## src/rtl/pipe_stage_regs.sv

```systemverilog
// ---------------------------------------------------------------------------
// pipe_stage_regs
//
// Purpose:
//   Program counter and the four inter-stage instruction registers
//   (IF/ID, ID/EX, EX/MEM, MEM/WB) of a five-stage in-order pipeline.
//   Each stage carries a valid bit. A bubble is instruction 0 with valid 0.
//   All state is registered. No input reaches an output combinationally.
//
// Per-cycle priority (highest first):
//   exmemNOP      : hold PC, IF/ID and ID/EX; bubble into EX/MEM
//   branch_taken  : redirect PC; squash IF/ID and ID/EX
//   idexNOP or !pcenable : hold PC and IF/ID; bubble into ID/EX
//   otherwise     : normal advance, PC += 4 (wraps modulo 2^32)
//
// Ports:
//   clk              in   1   rising-edge clock
//   rst              in   1   synchronous active-high reset
//   instructionFetch in  32   instruction word at address pc
//   pcenable         in   1   1 = fetch may advance
//   idexNOP          in   1   hold front end, bubble into ID/EX
//   exmemNOP         in   1   hold front end and ID/EX, bubble into EX/MEM
//   branch_taken     in   1   taken branch resolved in EX
//   branch_target    in  32   redirect address
//   pc               out 32   current fetch address
//   instructionDEC/EX/MEM/WB out 32  stage instruction registers
//   stage_valid      out  4   {WB,MEM,EX,DEC} valid bits
//   stall_count      out 16   stall-cycle counter
//
// Configuration macro:
//   STALL_COUNT_EN - when defined, stall_count counts cycles with exmemNOP,
//                    idexNOP or !pcenable and saturates at 16'hFFFF.
//                    When undefined, stall_count is tied to 0.
// ---------------------------------------------------------------------------
module pipe_stage_regs (
    input  logic        clk,
    input  logic        rst,
    input  logic [31:0] instructionFetch,
    input  logic        pcenable,
    input  logic        idexNOP,
    input  logic        exmemNOP,
    input  logic        branch_taken,
    input  logic [31:0] branch_target,
    output logic [31:0] pc,
    output logic [31:0] instructionDEC,
    output logic [31:0] instructionEX,
    output logic [31:0] instructionMEM,
    output logic [31:0] instructionWB,
    output logic [3:0]  stage_valid,
    output logic [15:0] stall_count
);

    localparam int NUM_STAGES = 4;

    // Stage index: 0 = DEC (IF/ID), 1 = EX, 2 = MEM, 3 = WB.
    logic [31:0] r_pc_reg;
    logic [31:0] w_pc_next;
    logic [31:0] r_instr_reg  [NUM_STAGES];
    logic [31:0] w_instr_next [NUM_STAGES];
    logic [3:0]  r_valid_reg;
    logic [3:0]  w_valid_next;

    // -----------------------------------------------------------------------
    // Next-state selection
    // -----------------------------------------------------------------------
    always_comb begin
        // Defaults: everything holds.
        w_pc_next    = r_pc_reg;
        w_valid_next = r_valid_reg;
        for (int i = 0; i < NUM_STAGES; i++) begin
            w_instr_next[i] = r_instr_reg[i];
        end

        // MEM/WB always takes EX/MEM, whichever case applies.
        w_instr_next[3] = r_instr_reg[2];
        w_valid_next[3] = r_valid_reg[2];

        if (exmemNOP) begin
            // A branch sitting in EX is not lost here: EX holds, so it is
            // acted on in the cycle its EX stage finally advances.
            w_instr_next[2] = 32'h0000_0000;
            w_valid_next[2] = 1'b0;
        end else if (branch_taken) begin
            w_pc_next       = branch_target;
            w_instr_next[0] = 32'h0000_0000;
            w_valid_next[0] = 1'b0;
            w_instr_next[1] = 32'h0000_0000;
            w_valid_next[1] = 1'b0;
            w_instr_next[2] = r_instr_reg[1];
            w_valid_next[2] = r_valid_reg[1];
        end else if (idexNOP || !pcenable) begin
            w_instr_next[1] = 32'h0000_0000;
            w_valid_next[1] = 1'b0;
            w_instr_next[2] = r_instr_reg[1];
            w_valid_next[2] = r_valid_reg[1];
        end else begin
            w_pc_next       = r_pc_reg + 32'd4;
            w_instr_next[0] = instructionFetch;
            w_valid_next[0] = 1'b1;
            w_instr_next[1] = r_instr_reg[0];
            w_valid_next[1] = r_valid_reg[0];
            w_instr_next[2] = r_instr_reg[1];
            w_valid_next[2] = r_valid_reg[1];
        end
    end

    // -----------------------------------------------------------------------
    // State registers
    // -----------------------------------------------------------------------
    always_ff @(posedge clk) begin
        if (rst) begin
            r_pc_reg    <= 32'h0000_0000;
            r_valid_reg <= 4'b0000;
        end else begin
            r_pc_reg    <= w_pc_next;
            r_valid_reg <= w_valid_next;
        end
    end

    genvar gi;
    generate
        for (gi = 0; gi < NUM_STAGES; gi++) begin : g_stage
            always_ff @(posedge clk) begin
                if (rst) begin
                    r_instr_reg[gi] <= 32'h0000_0000;
                end else begin
                    r_instr_reg[gi] <= w_instr_next[gi];
                end
            end
        end
    endgenerate

    // -----------------------------------------------------------------------
    // Optional stall counter
    // -----------------------------------------------------------------------
`ifdef STALL_COUNT_EN
    logic        w_stall;
    logic [15:0] r_stall_count_reg;

    assign w_stall = exmemNOP || idexNOP || !pcenable;

    always_ff @(posedge clk) begin
        if (rst) begin
            r_stall_count_reg <= 16'h0000;
        end else if (w_stall && (r_stall_count_reg != 16'hFFFF)) begin
            r_stall_count_reg <= r_stall_count_reg + 16'd1;
        end
    end

    assign stall_count = r_stall_count_reg;
`else
    assign stall_count = 16'h0000;
`endif

    // -----------------------------------------------------------------------
    // Outputs
    // -----------------------------------------------------------------------
    assign pc             = r_pc_reg;
    assign instructionDEC = r_instr_reg[0];
    assign instructionEX  = r_instr_reg[1];
    assign instructionMEM = r_instr_reg[2];
    assign instructionWB  = r_instr_reg[3];
    assign stage_valid    = r_valid_reg;

endmodule
```

## config.mk

```make
export PLATFORM = sky130hd
export DESIGN_NAME = pipe_stage_regs
export DESIGN_NICKNAME = d
export VERILOG_FILES = /design/src/rtl/pipe_stage_regs.sv
export SDC_FILE = /design/constraint.sdc
export NUM_CORES = 1
export LEC_CHECK = 0
export CORE_MARGIN = 3
export CORE_UTILIZATION = 46
export DETAILED_ROUTE_END_ITERATION = 8
export HOLD_SLACK_MARGIN = 0.08
export PLACE_DENSITY = 0.9
export SETUP_SLACK_MARGIN = 0.05
export SLEW_MARGIN = 20
export SYNTH_ARGS = -nofsm -noshare
export SYNTH_HDL_FRONTEND = slang
export SYNTH_SLANG_ARGS = --single-unit
```

## constraint.sdc

```tcl
create_clock -name clk -period 4.64 [get_ports clk]
set_input_delay 0.928 -clock clk [delete_from_list [all_inputs] [get_ports clk]]
set_output_delay 0.928 -clock clk [all_outputs]
set_load 0.005 [all_outputs]
```

==> impl_metrics.py <==
metrics = {
    "outcome": {
        "status": "finished, final reports clean",
    },
    "placed_design": {
        "place_congestion": 0.889,
        "dp_hpwl_um": 12400,
        "dp_slack_ns": 1.29,
        "portBuffers": 233,
    },
    "synth": {
        "synth-edff-count": 0,
        "avgSynthCellArea_um2": 9.35,
        "ys_top_cells_by_count": "164 x dfxtp_1, 95 x nor2_1, 75 x a22oi_1, 38 x clkbuf_1, 36 x nor2b_1",
        "syn_inst": 650,
        "synthFlopType": "dfxtp_1",
        "synth_warnings": 0,
        "ys_seq_elements": 164,
        "yosys-top-cells-area": "dfxtp_1 54%, a22oi_1 9.3%, nor2_1 5.9%",
        "synth_top_area_share_pct": 54.0,
        "synth_most_common_cell": "dfxtp_1",
        "synth_cell_types": 51,
        "ys_async_sr_fraction_pct": 0,
        "syn-cell-area_um2": 6080,
        "seq_area_frac_synth_pct": 54.0,
        "synth_area_leader_cell": "dfxtp_1",
    },
    "floorplanning": {
        "start_util_pct": 47.6,
        "dieWidth_um": 121,
        "ios": 250,
        "core_um2": 12800,
        "rows": 41,
        "die-area_um2": 14600,
        "die_h_um": 121,
    },
    "clocking": {
        "path_clk_slew_ns": 0.06,
        "ctsResizeCount": 0,
        "cts_setup_buffers": 0,
        "cts-root-buf": "clkbuf_16",
        "cts_tree": "built",
        "h-tree-depth": 4,
        "clock-sinks": 164,
        "clkLatencyLatePin_ns": 0.42,
        "hold_buffers": 0,
        "cts_buffers": 17,
        "cts_max_path_buffers": 2,
    },
    "critical_path": {
        "cp_max_fo": 34,
        "crit_buf_inv": 3,
        "setup.worst_path.class": "input port to flip-flop",
        "required_ns": 4.98,
        "ff2ff_setup_slack_ns": 2.52,
        "cp-startpoint": "branch_taken",
        "crit_slowest_cell": "a21o_2",
        "worstRegToRegCells": 6,
        "cp.arrival_ns": 3.26,
        "worstReg2RegEnd": "pc[14]$_SDFFE_PP0P_",
        "path_depth": 7,
        "critPathMaxStageDelay_ns": 0.64,
        "reg2reg_from": "pc[2]$_SDFFE_PP0P_",
        "worst_setup_path_start_kind": "input port",
        "end_kind": "flip-flop",
        "path_cells": "clkdlybuf4s50_1, inv_2, a21o_2, buf_4, a22oi_1, a21o_1, a31oi_1",
        "path_delay_family": "compound AO/OA/AOI/OAI gates",
        "crit_end": "pc[31]$_SDFFE_PP0P_",
    },
    "pwr": {
        "p_sw_share_pct": 23.6,
        "p_leak_nw": 3.31,
        "totalPowerFinal_w": 0.00307,
        "pwr-share-comb_pct": 8.5,
        "seqPwrFrac_pct": 48.0,
        "ir_drop_uv": 402,
        "switchingPower_w": 0.000722,
        "internal-power_w": 0.00234,
        "power_density_nw_per_um2": 341,
        "clkPwrFrac_pct": 43.5,
    },
    "grt": {
        "grt_max_degree": 63,
        "grtUsageTotal_pct": 24.5,
        "grt_pass1_wl_um": 28000,
        "antenna_found_initial": 0,
        "gr-total-overflow": 0,
        "first_global_vias": 5090,
    },
    "sta": {
        "setup_violations": 0,
        "worstMarginPinSlew_ns": 0.874,
        "fin_crit_sh_pct": 63.0,
        "fin_ws_ns": 1.72,
        "tns_ns": 0,
        "max_clock_freq_ghz": 0.342,
        "hold_violations": 0,
        "grt_setup_unrepaired": "no",
        "drv_slew": 0,
        "max_slew_margin_pct": 41.3,
        "finalClockSkew_ns": 0.00774,
        "min_period_ns": 2.92,
    },
    "hold_path": {
        "hold_path_class": "flip-flop to flip-flop",
    },
    "drt": {
        "drtIter0Drc": 446,
        "drt_wl_total_um": 18100,
        "num_vias": 5591,
        "drc": 0,
        "vias_per_cell": 5.34,
        "first_pass_iters": 5,
        "wl_per_cell_um": 17.3,
        "antenna_left": 0,
    },
    "layout": {
        "largest_reg_flops": 128,
        "diodes": 0,
        "drive_gt1_share_pct": 5.83,
        "fin_nets": 933,
        "syn_to_final_growth_pct": 48.1,
    },
    "job": {
        "maxCapViolCount": 0,
    },
}
==> power by group through the flow <==
stage / Sequential, W / Combinational, W / Clock (W)
finish: 0.00147 / 0.000262 / 0.00133
global route: 0.00147 / 0.000285 / 0.00142
CTS: 0.00147 / 0.000262 / 0.00135
detailed placement: 0.00150 / 0.000261 / 0
global placement: 0.00150 / 0.000257 / 0
floorplan: 0.00150 / 0.000123 / 0
==> area by class of cell <==
cell class / instances / area, um2
Clock buffer: 21 / 460
Multi-Input combinational cell: 435 / 2550
Fill cell: 935 / 3770
Clock inverter: 11 / 100
Timing Repair Buffer: 240 / 2380
Tap cell: 172 / 215
Sequential cell: 164 / 3280
Inverter: 4 / 15.0
==> per-layer routing <==
layer / up-vias / wire, um / part of all wire [%] / track usage (%)
met2: 249 / 8700 / 48 / 39.3
met1: 2615 / 7390 / 41 / 31.2
met5: - / 0 / 0 / 0
li1: 2691 / - / - / -
met3: 36 / 1470 / 8.1 / 7.37
met4: 0 / 536 / 3.0 / 9.35
==> cells by family after synthesis <==
| group | count (synthesis) | share of synthesized area, % |
|---|---|---|
| multiplexers | 10 | 1.67 |
| other | 1 | 0.0617 |
| adder cells (fa/ha/maj) | 1 | 0.206 |
| AND/OR/NAND/NOR | 263 | 22.4 |
| buffers and inverters | 66 | 5.19 |
| flip-flops | 164 | 54.0 |
| AO/OA/AOI/OAI | 145 | 16.5 |
==> per-stage QoR <==
stage	utilization, %	std cells	instance area (um2)	hold slack, ns
global placement	66.0	1015	8440	0.443
detailed placement	66.0	1015	8440	0.448
finish	70.5	1047	9000	0.458
floorplan	-	665	6130	0.453
CTS	70.4	1047	9000	0.458
global route	70.5	1047	9000	0.472
==> layout by cell type, fill, tap and decap left out, types with 5 or more instances in the layout <==
cell type / count
clkbuf_16: 17
nand2_1: 26
mux2i_1: 9
and3_1: 10
o21ai_0: 9
nor2b_1: 36
nor4_1: 5
nor3_1: 9
conb_1: 16
nand4_1: 10
nand3_1: 17
clkdlybuf4s50_1: 231
nor2_1: 93
buf_4: 8
dfxtp_1: 164
o22ai_1: 7
a31oi_1: 10
a21oi_1: 24
and2_1: 34
a22oi_1: 75
==> worst min path at each step <==
stage,from,to,depth (start not counted),slack [ns]
final,r_instr_reg[2][27]$_SDFF_PP0_,r_instr_reg[3][27]$_SDFF_PP0_,1,0.46
after global routing,r_instr_reg[2][27]$_SDFF_PP0_,r_instr_reg[3][27]$_SDFF_PP0_,1,0.47
after CTS,r_instr_reg[2][27]$_SDFF_PP0_,r_instr_reg[3][27]$_SDFF_PP0_,1,0.46
after detailed placement,r_instr_reg[2][9]$_SDFF_PP0_,r_instr_reg[3][9]$_SDFF_PP0_,1,0.45
after global placement,r_instr_reg[2][11]$_SDFF_PP0_,r_instr_reg[3][11]$_SDFF_PP0_,1,0.44
after floorplan,pc[0]$_SDFFE_PP0P_,pc[0]$_SDFFE_PP0P_,2,0.45
==> worst register-to-register path: cells and delay by family, from the launching register on <==
kind / cells / cell delay, ns
AND/OR/NAND/NOR: 3 / 0.99
multiplexers: 1 / 0.21
adder cells (fa/ha/maj): 1 / 0.25
flip-flops: 1 / 0.43
AO/OA/AOI/OAI: 1 / 0.10
No activity file was read; power rests on OpenSTA's default activity.
